**src/rtl/types_pkg.sv**
```systemverilog
// Shared types and helpers for the out-of-order core: ROB entry layout, ROB
// geometry constants and the age function used by every flush path.
package types_pkg;

    localparam int unsigned ROB_DEPTH  = 32;
    localparam int unsigned ROB_TAG_W  = 5;
    localparam int unsigned ROB_PREG_W = 7;

    typedef struct packed {
        logic                  valid;
        logic                  done;
        logic [ROB_PREG_W-1:0] pd_new;
        logic [ROB_PREG_W-1:0] pd_old;
        logic [31:0]           pc;
    } rob_entry_t;

    // Distance of tag from head in program order; wraps naturally since DEPTH is 2**TAG_W.
    function automatic logic [ROB_TAG_W-1:0] rob_age(input logic [ROB_TAG_W-1:0] tag,
                                                     input logic [ROB_TAG_W-1:0] head);
        return tag - head;
    endfunction

endpackage

```
**src/rtl/reorder_buffer.sv**
```systemverilog
// In-order retirement buffer: one allocation and one commit per cycle, three
// completion ports, and squash of everything younger than a mispredicted branch.
module reorder_buffer
    import types_pkg::*;
#(
    parameter int unsigned DEPTH  = ROB_DEPTH,
    parameter int unsigned TAG_W  = ROB_TAG_W,
    parameter int unsigned PREG_W = ROB_PREG_W
) (
    input  logic              clk,
    input  logic              reset,
    input  logic              rob_we_in,
    input  logic [PREG_W-1:0] rob_pd_new_in,
    input  logic [PREG_W-1:0] rob_pd_old_in,
    input  logic [31:0]       rob_pc_in,
    output logic [TAG_W-1:0]  rob_tag_out,
    output logic              rob_full_out,
    output logic [TAG_W-1:0]  curr_rob_tag,
    input  logic              cmpl1_valid,
    input  logic [TAG_W-1:0]  cmpl1_tag,
    input  logic              cmpl2_valid,
    input  logic [TAG_W-1:0]  cmpl2_tag,
    input  logic              cmpl3_valid,
    input  logic [TAG_W-1:0]  cmpl3_tag,
    input  logic              mispredict,
    input  logic [TAG_W-1:0]  mispredict_tag,
    output logic              commit_valid,
    output logic [TAG_W-1:0]  commit_tag,
    output logic [PREG_W-1:0] commit_pd_new,
    output logic [PREG_W-1:0] commit_pd_old,
    output logic              commit_free_valid,
    output logic [31:0]       commit_pc
);

    localparam logic [TAG_W:0] DepthCnt = (TAG_W+1)'(DEPTH);

    rob_entry_t         entries_q [DEPTH];
    rob_entry_t         entries_d [DEPTH];
    logic [TAG_W-1:0]   head_q, head_d;
    logic [TAG_W-1:0]   tail_q, tail_d;
    logic [TAG_W:0]     count_q, count_d;
    logic               full_q, full_d;

    logic               alloc;
    logic               flush;
    logic [TAG_W-1:0]   flush_off;
    logic [DEPTH-1:0]   squash;
    logic [2:0]         cmpl_valid;
    logic [TAG_W-1:0]   cmpl_tag [3];

    assign cmpl_valid = {cmpl3_valid, cmpl2_valid, cmpl1_valid};
    assign cmpl_tag[0] = cmpl1_tag;
    assign cmpl_tag[1] = cmpl2_tag;
    assign cmpl_tag[2] = cmpl3_tag;

    // Control decode: allocate, commit, flush and which entries the flush kills.
    always_comb begin
        alloc        = rob_we_in && !full_q && !mispredict;
        commit_valid = entries_q[head_q].valid && entries_q[head_q].done;
        flush        = mispredict && entries_q[mispredict_tag].valid;
        flush_off    = TAG_W'(rob_age(ROB_TAG_W'(mispredict_tag), ROB_TAG_W'(head_q)));
        squash       = '0;
        for (int i = 0; i < int'(DEPTH); i++) begin
            squash[i] = flush &&
                (TAG_W'(rob_age(ROB_TAG_W'(i), ROB_TAG_W'(head_q))) > flush_off);
        end
    end

    // Entry array next state: completions, then commit, squash and allocation.
    always_comb begin
        for (int i = 0; i < int'(DEPTH); i++) begin
            entries_d[i] = entries_q[i];
        end
        for (int p = 0; p < 3; p++) begin
            if (cmpl_valid[p] && entries_q[cmpl_tag[p]].valid && !squash[cmpl_tag[p]]) begin
                entries_d[cmpl_tag[p]].done = 1'b1;
            end
        end
        if (commit_valid) begin
            entries_d[head_q].valid = 1'b0;
            entries_d[head_q].done  = 1'b0;
        end
        for (int i = 0; i < int'(DEPTH); i++) begin
            if (squash[i]) begin
                entries_d[i].valid = 1'b0;
                entries_d[i].done  = 1'b0;
            end
        end
        // Never collides with the head: the tail slot is free whenever alloc is allowed.
        if (alloc) begin
            entries_d[tail_q].valid  = 1'b1;
            entries_d[tail_q].done   = 1'b0;
            entries_d[tail_q].pd_new = rob_pd_new_in;
            entries_d[tail_q].pd_old = rob_pd_old_in;
            entries_d[tail_q].pc     = rob_pc_in;
        end
    end

    // Pointer and occupancy next state; a flush rebuilds count from the branch offset.
    always_comb begin
        head_d = head_q + TAG_W'(commit_valid);
        if (flush) begin
            tail_d  = mispredict_tag + TAG_W'(1);
            count_d = (TAG_W+1)'(flush_off) + (TAG_W+1)'(1) - (TAG_W+1)'(commit_valid);
        end else begin
            tail_d  = tail_q + TAG_W'(alloc);
            count_d = count_q + (TAG_W+1)'(alloc) - (TAG_W+1)'(commit_valid);
        end
        full_d = (count_d == DepthCnt);
    end

    // State registers; the entry array is flops so reset can clear it.
    always_ff @(posedge clk or negedge reset) begin
        if (!reset) begin
            for (int i = 0; i < int'(DEPTH); i++) begin
                entries_q[i] <= '0;
            end
            head_q  <= '0;
            tail_q  <= '0;
            count_q <= '0;
            full_q  <= 1'b0;
        end else begin
            for (int i = 0; i < int'(DEPTH); i++) begin
                entries_q[i] <= entries_d[i];
            end
            head_q  <= head_d;
            tail_q  <= tail_d;
            count_q <= count_d;
            full_q  <= full_d;
        end
    end

    // Outputs: status straight from registers, commit data gated by commit_valid.
    always_comb begin
        rob_tag_out       = tail_q;
        rob_full_out      = full_q;
        curr_rob_tag      = head_q;
        commit_tag        = commit_valid ? head_q : '0;
        commit_pd_new     = commit_valid ? entries_q[head_q].pd_new : '0;
        commit_pd_old     = commit_valid ? entries_q[head_q].pd_old : '0;
        commit_pc         = commit_valid ? entries_q[head_q].pc : '0;
        commit_free_valid = commit_valid && (commit_pd_old != '0);
    end

endmodule

```
**config.mk**
```make
export PLATFORM = sky130hd
export DESIGN_NAME = reorder_buffer
export DESIGN_NICKNAME = d
export VERILOG_FILES = /design/src/rtl/types_pkg.sv /design/src/rtl/reorder_buffer.sv
export SDC_FILE = /design/constraint.sdc
export NUM_CORES = 2
export LEC_CHECK = 0
export ABC_CLOCK_PERIOD_IN_PS = 6640
export BUFFER_PORTS_ARGS = -buffer_cell sky130_fd_sc_hd__clkbuf_2
export CAP_MARGIN = 20
export CORE_ASPECT_RATIO = 1.25
export CORE_MARGIN = 4
export CORE_UTILIZATION = 25
export CTS_CLUSTER_SIZE = 24
export DETAILED_ROUTE_END_ITERATION = 7
export GPL_TIMING_DRIVEN = 0
export PLACE_DENSITY = 0.48
export SLEW_MARGIN = 5
export SYNTH_ARGS = -nofsm -noshare
export SYNTH_HDL_FRONTEND = slang
export SYNTH_SLANG_ARGS = --single-unit
export TNS_END_PERCENT = 10
```
**constraint.sdc**
```tcl
create_clock -name clk -period 6.64 [get_ports clk]
set_input_delay 1.992 -clock clk [delete_from_list [all_inputs] [get_ports clk]]
set_output_delay 1.992 -clock clk [all_outputs]
set_load 0.02 [all_outputs]
```
==> summary by stage <==
Final layout
Once layout is complete, the cells apart from fillers number 10100. The fraction of final layout cells with drive strength greater than 1 is 45.3%. The number of fillers in the final layout is 30200.

The top cell types in the final layout, fill and taps aside, are 1551 x sky130_fd_sc_hd__dfrtp_1, 1341 x sky130_fd_sc_hd__mux2_2, 619 x sky130_fd_sc_hd__nand2_1. Compared with the post-synthesis result, the final layout area differs by 20.0%. The leading cell type in the layout, fill and taps excluded is sky130_fd_sc_hd__dfrtp_1. The core occupancy in the finished layout is between 30% and 40%. The number of nets in the layout is 6086.

Routing
The first detailed-routing pass ran for 6 iterations. The sum of routed wire segments on met1 is roughly 140000 um. The met3 wire length is approximately 28000 um. The remaining antenna violation count after routing is 0.

The via count is 53900. In the final routed layout, each cell accounts on average for 35.1 um. The post-route DRC violation count is 0.

After the first detailed-routing iteration, the DRC count stood at 5582. After detailed routing, the total wire length is 354000 um. In this run the top signal layer used is met5. The vias per cell is 5.35.

Detailed routing placed a total of 166000 um of wire on met2.

Placed design
The count of buffers added on input and output ports is approximately 130. The last weighted congestion value of the routability-driven placer is 0.937. Before CTS, the worst setup slack after placement is -2.29 ns. The post-placement cell count is just under 10000. The half-perimeter wire length of the detailed placement result is 251000 um.

STA
The smallest setup slack after layout is -0.0468 ns. The upper clock frequency limit is 150 MHz. The worst path uses 101% of the clock period. For the pin with the worst max-slew slack, the measured transition is 1.24 ns. On the final layout, the worst clock skew is 0.0906 ns. The number of max-slew violations in the final report is 0. The number of hold violations in the final report came to 0.

The post-layout minimum cycle time is 6.69 ns. Adding up every negative setup slack in the final design gives -0.0936 ns. Setup repair after global routing could not meet its margin everywhere. The worst relative slew slack is 17.2%. Setup violations remaining at the end of the flow were counted as 2.

GRT
Across every metal layer, demand over resource in global routing totals 22.2%. Entering global routing, the biggest net connects roughly 110 pins. For this run the aggregate overflow at the end of global routing stands at 0.

The via count of the first global-routing pass came to 54500. The wire length of the first global-routing pass is 477000 um. The initial antenna violation count came to 46.

Floorplan
The number of top-level pins is between 100 and 150. The die covers between 300000 and 400000 um2. The die is 501 um wide. The height of the die is 624 um. The number of core rows is around 230. The core area is 302000 um2. The initial cell density of the core is between 20 and 30%.

Clock network
The TritonCTS clock tree is yes. The number of clock sinks is 1553. Buffers inserted to repair hold after CTS numbered 0. The tree is rooted in a sky130_fd_sc_hd__clkbuf_16. No sink is reached through more buffers than the 4 on the longest clock path. After clock tree synthesis, the clock-pin slew on the worst setup and hold paths is 0.05 ns.

The clock latency on the worst-skew pair is between 0.9 and 1 ns. The CTS buffer count is 183. The H-tree was split into 4 levels.

Setup path
Counting stages on the worst path, the most repeated cell is sky130_fd_sc_hd__inv_1. Traced cell by cell, the critical path runs through clkbuf_2 -> clkbuf_4 -> clkinvlp_4 -> ha_2 -> inv_1 -> fa_1 -> inv_1 -> ha_1 -> nor2b_1 -> o221ai_1 -> o211ai_1 -> o21ai_1 -> o21ai_0 -> o41a_1 -> nand4_1 -> and3b_2 -> buf_4 -> nand3_1 -> a311oi_2. The worst setup path is captured at a flop. The setup path with the least slack is of type input port to flop. Data on the critical path is required at its endpoint by 7.36 ns. Among all stages on the critical path, the largest delay is contributed by sky130_fd_sc_hd__o21ai_0. In this run the worst path has a maximum fanout of 10. The launching element type of the critical path is an input port. The gate family responsible for the most delay along the worst path is compound AO/OA/AOI/OAI gates.

The worst path buffer plus inverter count is 6. The data arrival time of the critical path is 7.41 ns. The delay contributed by the slowest stage of the critical path is 0.51 ns.

Yosys
The synthesized design contains 0 enable-type register cells. The most used flip-flop cell after synthesis is sky130_fd_sc_hd__dfrtp_1. Counting flops and latches in the post-synthesis netlist gives 1553. The cell area that synthesis handed to floorplanning was roughly 76000 um2. The post-synthesis average cell area is 13.8 um2. The async set-or-reset flop fraction in the synthesized netlist is 100%. The share of the yosys chip area belonging to registers is around 51%. Synthesis produced a netlist whose cell count is around 5500. After synthesis, the netlist uses 90 different library cells.

When the netlist entered floorplanning its net count stood at 5633. The number of warnings reported in the yosys synthesis log is 0.

Min path
The tightest min-delay check is of the flop to flop type.

Flow run
The reported max-cap violation count is 0.

Power and ir drop
Power spread over the standard cell area amounts to 453 nW/um2. VDD sags by at most around 0.22 mV. The leakage power total is 40.8 nW.

Run status
The flow ran to the end, but the final reports show violations. The final reports fail on negative setup slack.
-- where the power goes --
group / total (W) / internal (W) / switching [W] / leakage (nW)
registers: 0.0153 / 0.0132 / 0.00209 / 20.6
clock network: 0.0104 / 0.00609 / 0.00428 / 2.99
logic: 0.0156 / 0.00782 / 0.00775 / 17.3
total: 0.0412 / 0.0271 / 0.0141 / 40.8
-- cell families (layout without fill, tap and decap cells) --
kind of cell / count (synthesis) / count (layout) / share of synthesized area [%]
AOI/OAI and AO/OA: 406 / 406 / 3.67
xor gates and xnor gates: 50 / 50 / 0.621
adders and majority gates: 86 / 86 / 1.38
buffers and inverters: 608 / 1196 / 3.12
DFF: 1553 / 1553 / 51.2
muxes: 1865 / 1865 / 34.8
other: 0 / 16 / 0
and+or+nand+nor: 922 / 922 / 5.17
-- worst paths after layout --
| path | from | end | slack [ns] | cells after the start |
|---|---|---|---|---|
| max | mispredict_tag[0] | entries_q[1438]$_DFF_PN0_ | -0.05 | 19 |
| min | entries_q[224]$_DFFE_PN0P_ | entries_q[224]$_DFFE_PN0P_ | 0.47 | 2 |
| max reg2reg | curr_rob_tag[3]$_DFF_PN0_ | entries_q[286]$_DFF_PN0_ | 0.44 | 24 |
| min reg2reg | entries_q[224]$_DFFE_PN0P_ | entries_q[224]$_DFFE_PN0P_ | 0.47 | 2 |
| max in group asynchronous | reset | entries_q[491]$_DFFE_PN0P_ | 2.44 | 7 |
| min in group asynchronous | reset | count_q[1]$_DFF_PN0_ | 1.01 | 1 |
-- through the flow --
step | hold slack (ns) | cell area [um2] | power, W
final | 0.472 | 91100 | 0.0412
after detailed placement | 0.459 | 84200 | 0.0304
after CTS | 0.472 | 90800 | 0.0411
after floorplan | 0.441 | 75900 | 0.0249
after global placement | 0.456 | 81500 | 0.0299
after global routing | 0.488 | 91100 | 0.0429
-- metal layers --
metal,vias up,global-route usage (%)
met2,2578,35.6
met5,-,0
met3,813,5.20
met1,29400,27.5
met4,26,12.1
li1,21100,-
-- state kept, by name (all words and copies together), names as in the netlist --
| name | cells |
|---|---|
| rob_tag_out | 5 |
| entries_q | 1536 |
| rob_full_out | 1 |
| count_q | 6 |
| curr_rob_tag | 5 |
-- repair_timing --
action | CTS | global route
pin swaps | 2 | 6
buffers inserted | 9 | 9
setup endpoints to repair | 106 | 52
gates resized for setup | 197 | 40
-- tightest hold or removal path, cell delays in order, from the launching register on --
cell,delay (ns)
sky130_fd_sc_hd__dfrtp_1,0.33
sky130_fd_sc_hd__nand2_1,0.05
sky130_fd_sc_hd__nand2_1,0.05
-- layout make-up --
class	instances	area [um2]	share of cell area, %
clock buffers	251	5200	5.70
clock inverters	69	840	0.922
multi-input cells	3329	34900	38.4
plain buffers	503	2630	2.89
flip-flops and latches	1553	38900	42.7
diodes	16	40.0	0.0440
inverters	103	405	0.445
repair buffers	270	3190	3.50
well taps	3972	4970	5.46
-- cell usage after synthesis, types with 11 or more instances --
master / number / share of area [%]
sky130_fd_sc_hd__mux2i_1: 37 / 0.49
sky130_fd_sc_hd__o21ai_0: 54 / 0.36
sky130_fd_sc_hd__buf_1: 80 / 0.40
sky130_fd_sc_hd__a211oi_1: 22 / 0.22
sky130_fd_sc_hd__mux4_2: 487 / 14
sky130_fd_sc_hd__and3_1: 12 / 0.099
sky130_fd_sc_hd__a21oi_1: 98 / 0.65
sky130_fd_sc_hd__nand3_1: 65 / 0.43
sky130_fd_sc_hd__nor4_1: 11 / 0.091
sky130_fd_sc_hd__clkbuf_1: 384 / 1.9
sky130_fd_sc_hd__nor2b_1: 13 / 0.11
sky130_fd_sc_hd__o22ai_1: 39 / 0.32
sky130_fd_sc_hd__nand2_1: 619 / 3.1
sky130_fd_sc_hd__dfrtp_1: 1553 / 51
sky130_fd_sc_hd__a311oi_1: 13 / 0.15
sky130_fd_sc_hd__nand4_1: 11 / 0.091
sky130_fd_sc_hd__xnor2_1: 38 / 0.44
sky130_fd_sc_hd__o22a_1: 11 / 0.13
sky130_fd_sc_hd__nor2_1: 95 / 0.47
sky130_fd_sc_hd__nand2b_1: 16 / 0.13
sky130_fd_sc_hd__and2_1: 12 / 0.099
sky130_fd_sc_hd__maj3_1: 16 / 0.21
sky130_fd_sc_hd__o211ai_1: 11 / 0.11
sky130_fd_sc_hd__mux2_2: 1341 / 20
sky130_fd_sc_hd__a31oi_1: 26 / 0.21
sky130_fd_sc_hd__buf_2: 32 / 0.21
sky130_fd_sc_hd__a21o_1: 11 / 0.11
sky130_fd_sc_hd__nor3_1: 26 / 0.17
sky130_fd_sc_hd__o221ai_1: 11 / 0.13
sky130_fd_sc_hd__inv_1: 96 / 0.47
sky130_fd_sc_hd__ha_1: 68 / 1.1
sky130_fd_sc_hd__a221oi_1: 15 / 0.17
Power figures use the tool's default switching activity.
